--- config.mk ---
export PLATFORM = sky130hd
export DESIGN_NAME = word_assembler_flat
export DESIGN_NICKNAME = d
export VERILOG_FILES = /design/src/rtl/word_assembler_if.sv /design/src/rtl/word_assembler.sv /design/src/flat_wrapper.sv
export SDC_FILE = /design/constraint.sdc
export NUM_CORES = 1
export LEC_CHECK = 0
export BUFFER_PORTS_ARGS = -buffer_cell sky130_fd_sc_hd__buf_2
export CAP_MARGIN = 30
export CORE_ASPECT_RATIO = 1.25
export CORE_MARGIN = 1
export CORE_UTILIZATION = 55
export CTS_CLUSTER_SIZE = 16
export DETAILED_ROUTE_END_ITERATION = 8
export PLACE_DENSITY_LB_ADDON = 0.15
export SLEW_MARGIN = 20
export SYNTH_ARGS = -nofsm -noshare
export SYNTH_HDL_FRONTEND = slang
export SYNTH_SLANG_ARGS = --single-unit
--- constraint.sdc ---
create_clock -name clk -period 2.1 [get_ports clk]
set_input_delay 0.42 -clock clk [delete_from_list [all_inputs] [get_ports clk]]
set_output_delay 0.42 -clock clk [all_outputs]
set_load 0.05 [all_outputs]
--- src/rtl/word_assembler_if.sv ---
// Generator-update and candidate-output bundle for word_assembler.
// Valid/ready semantics: a transfer happens on a rising clk edge where the
// source's valid and the sink's ready are both high; while valid is high and
// ready is low, the source holds every payload signal stable. The generator
// side uses a valid-plus-advance variant: the update stays presented until
// gen_advance pulses, after which the generator drops gen_valid.
interface word_assembler_if;
  logic         gen_valid;
  logic [3:0]   gen_offset;
  logic [7:0]   gen_value;
  logic [31:0]  gen_word_counter;
  logic         gen_finished;
  logic         gen_advance;
  logic [127:0] out_word;
  logic [4:0]   out_len;
  logic [31:0]  out_id;
  logic         out_valid;
  logic         out_ready;
  logic         done;

  // The assembler: consumes generator updates, drives the candidate stream.
  modport master (
    input  gen_valid, gen_offset, gen_value, gen_word_counter, gen_finished,
    input  out_ready,
    output gen_advance, out_word, out_len, out_id, out_valid, done
  );

  // Its environment: the generator plus the downstream hash pipeline.
  modport slave (
    output gen_valid, gen_offset, gen_value, gen_word_counter, gen_finished,
    output out_ready,
    input  gen_advance, out_word, out_len, out_id, out_valid, done
  );
endinterface

--- src/rtl/word_assembler.sv ---
// Builds candidate words from single-position generator updates: each update
// maps a charset index through a programmable table into one byte of a local
// 16-byte word, which is then offered downstream with its length and ID.
module word_assembler #(
  parameter int MAX_CHARS = 16,
  parameter int CS_DEPTH  = 128
) (
  input  logic                  clk,
  input  logic                  reset,
  input  logic                  start,
  input  logic                  cs_wr_en,
  input  logic [6:0]            cs_wr_addr,
  input  logic [7:0]            cs_wr_data,
  word_assembler_if.master      bus,
  output logic [2:0]            o_dbg_state
);

  typedef enum logic [2:0] {
    S_IDLE       = 3'd0,
    S_WAIT_VALID = 3'd1,
    S_APPLY      = 3'd2,
    S_EMIT       = 3'd3,
    S_WAIT_LOW   = 3'd4,
    S_DONE       = 3'd5
  } state_t;

  state_t                 r_state;
  state_t                 w_next_state;
  logic [7:0]             r_cs [CS_DEPTH];
  logic [7:0]             r_cs_rdata;
  logic [MAX_CHARS*8-1:0] r_word;
  logic [4:0]             r_len;
  logic [31:0]            r_id;
  logic [31:0]            r_cnt;
  logic [3:0]             r_offset;
  logic                   r_out_valid;
  logic                   r_gen_adv;
  logic                   r_done;
  logic                   w_cs_we;
  logic                   w_capture;
  logic                   w_apply;
  logic                   w_accept;
  logic                   w_finish;
  logic [4:0]             w_pos_len;
  logic                   w_unused;

  // Bit 7 of the charset index is not part of the table address.
  assign w_unused  = bus.gen_value[7];
  assign w_pos_len = {1'b0, r_offset} + 5'd1;

  // Next-state and one-cycle action strobes.
  always_comb begin
    w_next_state = r_state;
    w_cs_we      = 1'b0;
    w_capture    = 1'b0;
    w_apply      = 1'b0;
    w_accept     = 1'b0;
    w_finish     = 1'b0;
    case (r_state)
      S_IDLE: begin
        w_cs_we = cs_wr_en;
        if (start) w_next_state = S_WAIT_VALID;
      end
      S_WAIT_VALID: begin
        if (bus.gen_valid && bus.gen_finished) begin
          w_finish     = 1'b1;
          w_next_state = S_DONE;
        end else if (bus.gen_valid) begin
          w_capture    = 1'b1;
          w_next_state = S_APPLY;
        end
      end
      S_APPLY: begin
        w_apply      = 1'b1;
        w_next_state = S_EMIT;
      end
      S_EMIT: begin
        if (bus.out_ready) begin
          w_accept     = 1'b1;
          w_next_state = S_WAIT_LOW;
        end
      end
      // Wait for the generator to drop the old update so it is not re-captured.
      S_WAIT_LOW: begin
        if (!bus.gen_valid) w_next_state = S_WAIT_VALID;
      end
      S_DONE:  w_next_state = S_DONE;
      default: w_next_state = S_IDLE;
    endcase
  end

  // State register.
  always_ff @(posedge clk) begin
    if (reset) r_state <= S_IDLE;
    else       r_state <= w_next_state;
  end

  // Charset RAM: not reset; written only in IDLE, read when an update is captured.
  always_ff @(posedge clk) begin
    if (w_cs_we) r_cs[cs_wr_addr] <= cs_wr_data;
    if (w_capture) r_cs_rdata <= r_cs[bus.gen_value[6:0]];
  end

  // Word buffer, length, ID and handshake outputs.
  always_ff @(posedge clk) begin
    if (reset) begin
      r_word      <= '0;
      r_len       <= '0;
      r_id        <= '0;
      r_cnt       <= '0;
      r_offset    <= '0;
      r_out_valid <= 1'b0;
      r_gen_adv   <= 1'b0;
      r_done      <= 1'b0;
    end else begin
      r_gen_adv <= w_accept;
      if (w_finish) r_done <= 1'b1;
      if (w_capture) begin
        r_offset <= bus.gen_offset;
        r_cnt    <= bus.gen_word_counter;
      end
      if (w_apply) begin
        r_word[{r_offset, 3'b000} +: 8] <= r_cs_rdata;
        if (w_pos_len > r_len) r_len <= w_pos_len;
        r_id        <= r_cnt;
        r_out_valid <= 1'b1;
      end
      if (w_accept) r_out_valid <= 1'b0;
    end
  end

  assign bus.out_word    = r_word;
  assign bus.out_len     = r_len;
  assign bus.out_id      = r_id;
  assign bus.out_valid   = r_out_valid;
  assign bus.gen_advance = r_gen_adv;
  assign bus.done        = r_done;
  assign o_dbg_state     = r_state;

endmodule

--- src/flat_wrapper.sv ---
// flat-port wrapper written by rule: the top's interface ports become plain ports
module word_assembler_flat 
#(
  parameter int MAX_CHARS = 16,
  parameter int CS_DEPTH  = 128
)
  (clk, reset, start, cs_wr_en, cs_wr_addr, cs_wr_data, o_dbg_state, bus_gen_valid, bus_gen_offset, bus_gen_value, bus_gen_word_counter, bus_gen_finished, bus_out_ready, bus_gen_advance, bus_out_word, bus_out_len, bus_out_id, bus_out_valid, bus_done);
  word_assembler_if bus_i ();
  input  logic clk;
  input  logic reset;
  input  logic start;
  input  logic cs_wr_en;
  input  logic [6:0] cs_wr_addr;
  input  logic [7:0] cs_wr_data;
  output logic [2:0] o_dbg_state;
  input wire logic [$bits(bus_i.gen_valid)-1:0] bus_gen_valid;
  input wire logic [$bits(bus_i.gen_offset)-1:0] bus_gen_offset;
  input wire logic [$bits(bus_i.gen_value)-1:0] bus_gen_value;
  input wire logic [$bits(bus_i.gen_word_counter)-1:0] bus_gen_word_counter;
  input wire logic [$bits(bus_i.gen_finished)-1:0] bus_gen_finished;
  input wire logic [$bits(bus_i.out_ready)-1:0] bus_out_ready;
  output wire logic [$bits(bus_i.gen_advance)-1:0] bus_gen_advance;
  output wire logic [$bits(bus_i.out_word)-1:0] bus_out_word;
  output wire logic [$bits(bus_i.out_len)-1:0] bus_out_len;
  output wire logic [$bits(bus_i.out_id)-1:0] bus_out_id;
  output wire logic [$bits(bus_i.out_valid)-1:0] bus_out_valid;
  output wire logic [$bits(bus_i.done)-1:0] bus_done;
  assign bus_i.gen_valid = bus_gen_valid;
  assign bus_i.gen_offset = bus_gen_offset;
  assign bus_i.gen_value = bus_gen_value;
  assign bus_i.gen_word_counter = bus_gen_word_counter;
  assign bus_i.gen_finished = bus_gen_finished;
  assign bus_i.out_ready = bus_out_ready;
  assign bus_gen_advance = bus_i.gen_advance;
  assign bus_out_word = bus_i.out_word;
  assign bus_out_len = bus_i.out_len;
  assign bus_out_id = bus_i.out_id;
  assign bus_out_valid = bus_i.out_valid;
  assign bus_done = bus_i.done;
  word_assembler #(.MAX_CHARS(MAX_CHARS), .CS_DEPTH(CS_DEPTH)) u_core (.clk(clk), .reset(reset), .start(start), .cs_wr_en(cs_wr_en), .cs_wr_addr(cs_wr_addr), .cs_wr_data(cs_wr_data), .bus(bus_i), .o_dbg_state(o_dbg_state));
endmodule
# Yosys cells after proc, flatten, opt, wreduce, memory -nomap -nowiden
# Memories as Yosys holds them, arrays and structs flattened. A register that Yosys moved wholly into a read port is not among the register bits.
# Cells that the tools add are included.
# op_classes
addsub	2
order_cmp	1
n_eq_ne	9
shift	2
mux	18
reduce_logical	5
# ops
cell	n
$bwmux W128	1
$shift A8 B9 Y128 const A	1
$shiftx A8 B9 Y128	1
$pmux W3 S6	1
$mux W3	5
$mux W1	11
$neg A7 Y9	1
$eq A3 B2 Y1 const B	2
$eq A3 B3 Y1 const B	2
$ne A2 B2 Y1 const B	3
$add A4 B1 Y5 const B	1
$gt A5 B5 Y1	1
$reduce_and A4 Y1	1
$eq A3 B1 Y1 const B	1
$logic_not A3 Y1	1
$ne A3 B2 Y1 const B	1
$reduce_and A2 Y1	1
$reduce_or A2 Y1	1
$logic_and A1 B1 Y1	1
# totals
register_bits	207
mem_bits_rw	1024
in_bits	66
out_inout_bits	171
memories	1
# mem_list
name	words	width	rd	rd_ports_with_merged_regs	wr	line_no	source
u_core.r_cs	128	8	1	1	1	word_assembler.sv:29	logic [7:0] r_cs [CS_DEPTH];

# Longest topological paths before layout
# logic_depth
word_depth	4
ltp_mapped	10

# Worst setup path after synthesis
# OpenSTA, ideal clock, no wires.
# synth_path
path_kind	flip-flop to flip-flop
start	reg u_core.r_state[0], in the netlist u_core.o_dbg_state[0]
end	mem u_core.r_cs[62][0] (enable)
setup_ns	0.370
t_arrival_ns	1.938
setup_slack_ns	-0.209
path_stages_with_launch	7
n_path_buf	2
synth_period_minus_slack_ns	2.309
cell_sequence	dfxtp_1 > buf_2 > nor2_2 > and4bb_2 > nand3_1 > clkbuf_1 > nor2_1
# synth_between
elab_chain_cells	4
# synth_rtl
element	line_no	source
start: declaration	word_assembler.sv:27	state_t r_state;
start signal: assignment	word_assembler.sv:95	else r_state <= w_next_state;
$logic_not A3 Y1	word_assembler.sv:59	case (r_state)
$mux W1	word_assembler.sv:59	
$mux W1	word_assembler.sv:100	if (w_cs_we) r_cs[cs_wr_addr] <= cs_wr_data;
$mux W1 (implied by the code)	word_assembler.sv:100	
end: declaration	word_assembler.sv:29	
# No other way between the ends.

==> results.py <==
metrics = {
    "critical_path": {
        "r2r_slack_ns": 0.09,
        "worst_setup_path_start_kind": "input port",
        "worstSetupPathType": "input port to flip-flop",
        "endpoint_kind": "flip-flop",
        "arrival_ns": 2.50,
        "path_max_fanout": 25,
        "cp-startpoint": "bus_gen_value[2]",
        "reg2reg_depth": 5,
        "r2r-start": "u_core.o_dbg_state[2]",
        "cp.required_ns": 2.53,
        "r2r-end": "u_core.r_cs[60][1]",
    },
    "global_routing": {
        "grt-ovfl-total": 0,
        "first_global_vias": 29900,
        "grt_max_degree": 95,
        "grt.total_usage_pct": 28.2,
        "antenna_found_initial": 3,
        "grt_pass1_wl_um": 186000,
    },
    "routing": {
        "vias": 29800,
        "dr.pass1.iters": 6,
        "ant_nets": 0,
        "vias_per_cell": 5.91,
        "drt_iter0_drc": 2890,
        "drc": 0,
        "finalWirelength_um": 127000,
        "wl_per_cell_um": 25.1,
    },
    "layout": {
        "areaGrowthSynthToFinish_pct": 21.6,
        "nets": 3856,
        "drive_gt1_share_pct": 28.8,
        "multiInputGateArea_sq_um": 12700,
        "final_core_util_pct": 67.7,
        "design_area_sq_um": 59000,
        "stdcell_count": 5047,
        "fillers": 5945,
        "layout_common_cells": "1032 x edfxtp_1, 412 x mux2i_1, 349 x buf_4",
        "register_area_sq_um": 35100,
        "mostFrequentLayoutCell": "edfxtp_1",
    },
    "sta": {
        "setup_viol": 0,
        "maxSlewViolCount": 0,
        "finalSetupTns_ns": 0,
        "max_freq_mhz": 484,
        "setup_ws_ns": 0.0338,
        "slew_headroom_pct": 46.4,
        "final-hold-violation-count": 0,
        "rsz0062_at_grt": "true",
        "worstMarginPinSlew_ns": 0.796,
        "period_share_pct": 98.4,
        "finClkSkew_ns": 0.0265,
        "final.min_clock_period_ns": 2.07,
    },
    "clock_network": {
        "clock-sinks": 1239,
        "cts_buffer_depth": 3,
        "root_buffer": "clkbuf_16",
        "h-tree-depth": 3,
        "numCtsBuffers": 113,
        "clk_latency_ns": 0.69,
        "cts_tree": "built",
        "clk_pin_slew_ns": 0.06,
        "cts_setup_buffers": 0,
    },
    "synthesis": {
        "syn_area_per_cell_sq_um": 15.4,
        "ys_types": 60,
        "synthCells": 3160,
        "synth_edf_count": 1032,
        "synth_compound_area_share_pct": 6.12,
        "synthSimpleGateAreaFrac_pct": 7.14,
        "ys_seq_area_share_pct": 72.4,
        "ys_ff_latch": 1239,
        "synthAdderAreaFrac_pct": 0.232,
        "synth-main-ff-cell": "edfxtp_1",
        "ys_warn_count": 0,
        "async_flop_share_pct": 0,
        "synthMuxAreaShare_pct": 11.9,
        "synth_top_family_by_area": "multiplexers",
        "synth_xor_area_share_pct": 0.0361,
        "syn-cell-area_sq_um": 48500,
        "synthesis.nets": 3235,
    },
    "die": {
        "placeableCoreArea_sq_um": 87200,
        "num_rows": 121,
        "die_y_um": 334,
        "dieArea_sq_um": 89400,
        "die_x_um": 268,
        "start_util_pct": 55.6,
        "io_pins": 237,
    },
    "worst_hold_path": {
        "timing.hold.worst_endpoint": "u_core.o_dbg_state[1]",
        "hp-class": "input port to flip-flop",
        "worstHoldStart": "start",
        "holdPathStages": 3,
    },
    "placement": {
        "numPortBuffers": 235,
        "place_inst": 4796,
        "place_area_sq_um": 54700,
        "preCtsSetupSlack_ns": -0.795,
        "gp_congestion": 0.891,
        "dpl.hpwl_um": 83900,
    },
    "flow_run": {
        "maxCapViolations": 0,
    },
    "power_and_ir_drop": {
        "ir_worst_vdd_v": 0.000713,
        "power.leakage_nw": 21.8,
        "power_per_cell_area_nw_per_um2": 889,
    },
    "outcome": {
        "status": "complete, no violations",
    },
}
-- where the power goes --
group | internal (mW) | total (mW) | switching [mW]
Clock | 12.2 | 21.0 | 8.85
Combinational | 1.54 | 4.40 | 2.86
Sequential | 26.8 | 27.0 | 0.175
Total | 40.6 | 52.4 | 11.9
-- cells in the mapped netlist (all sizes together), types with 10 or more instances --
cell | number | area share (%)
a211oi | 47 | 0.85
a21oi | 126 | 1.3
a22o | 85 | 1.5
a22oi | 36 | 0.56
and3 | 10 | 0.13
buf | 100 | 1.3
clkbuf | 90 | 0.70
dfxtp | 207 | 8.5
edfxtp | 1032 | 64
mux2 | 148 | 3.4
mux2i | 412 | 8.5
nand2 | 256 | 2.0
nand3 | 48 | 0.54
nand4 | 41 | 0.53
nor2 | 237 | 1.8
nor2b | 51 | 0.66
nor3 | 13 | 0.15
nor4 | 57 | 0.75
o22ai | 60 | 1.0
o2bb2ai | 28 | 0.51
-- worst max path at each step --
| stage | endpoint | cells after the start |
|---|---|---|
| 4_1_cts | u_core.bus.out_word[77] | 8 |
| 5_1_grt | u_core.bus.out_word[40] | 10 |
| 6_report | u_core.r_cs_rdata[6] | 9 |
| 3_3_place_gp | u_core.r_cs_rdata[0] | 10 |
| 3_5_place_dp | u_core.r_cs_rdata[0] | 10 |
| 2_1_floorplan | u_core.r_cs[99][0] | 6 |
-- cell families after synthesis --
family | after synthesis
XOR/XNOR | 2
buffers and inverters | 199
adder cells (fa/ha/maj) | 9
AND/OR/NAND/NOR | 747
flip-flops | 1239
AO/OA/AOI/OAI | 404
multiplexers | 560
-- per-layer routing --
layer  vias up  global-route usage (%)  routed length (um)
met5         -                       0                  13
met4         2                    10.5                4400
met3       229                    3.41                8070
met2      1185                    49.0               64000
met1     15100                    36.1               50100
li1      13300                       -                   -
-- metrics by stage --
stage	total power, mW	hold WS [ns]
finish	52.4	0.0741
floorplan	29.8	0.432
global placement	31.7	0.437
global route	53.8	0.0608
detailed placement	31.8	0.445
CTS	52.6	0.0290
-- layout make-up --
type	instances	area share, %
multi-input cells	1722	21.6
repair buffers	696	9.82
flip-flops and latches	1239	59.6
diodes	2	0.00848
well taps	1168	2.48
clock inverters	65	1.07
clock buffers	146	5.42
inverters	9	0.0572
-- timing repair --
item	CTS	global route
setup endpoints to repair	35	130
gates cloned	0	0
gates resized for setup	4	24
pin swaps	1	4
hold buffers	38	0
hold endpoints to repair	38	0
-- critical path, cell delays in order --
cell	delay, ns
buf_8	0.24
buf_12	0.25
buf_4	0.22
mux2_2	0.36
o22ai_1	0.41
a221o_1	0.19
nor3_1	0.07
nand4_1	0.20
nand4_1	0.10
-- state kept, by name, indices dropped and copies added, names as in the netlist --
register and count:
u_core.bus.out_valid 1, u_core.bus.out_word 128, u_core.r_cs 1024, u_core.o_dbg_state 3
u_core.bus.out_len 5, u_core.bus.gen_advance 1, u_core.r_cnt 32, u_core.bus.done 1
u_core.r_offset 4, u_core.bus.out_id 32, u_core.r_cs_rdata 8
Power figures use the tool's default switching activity.
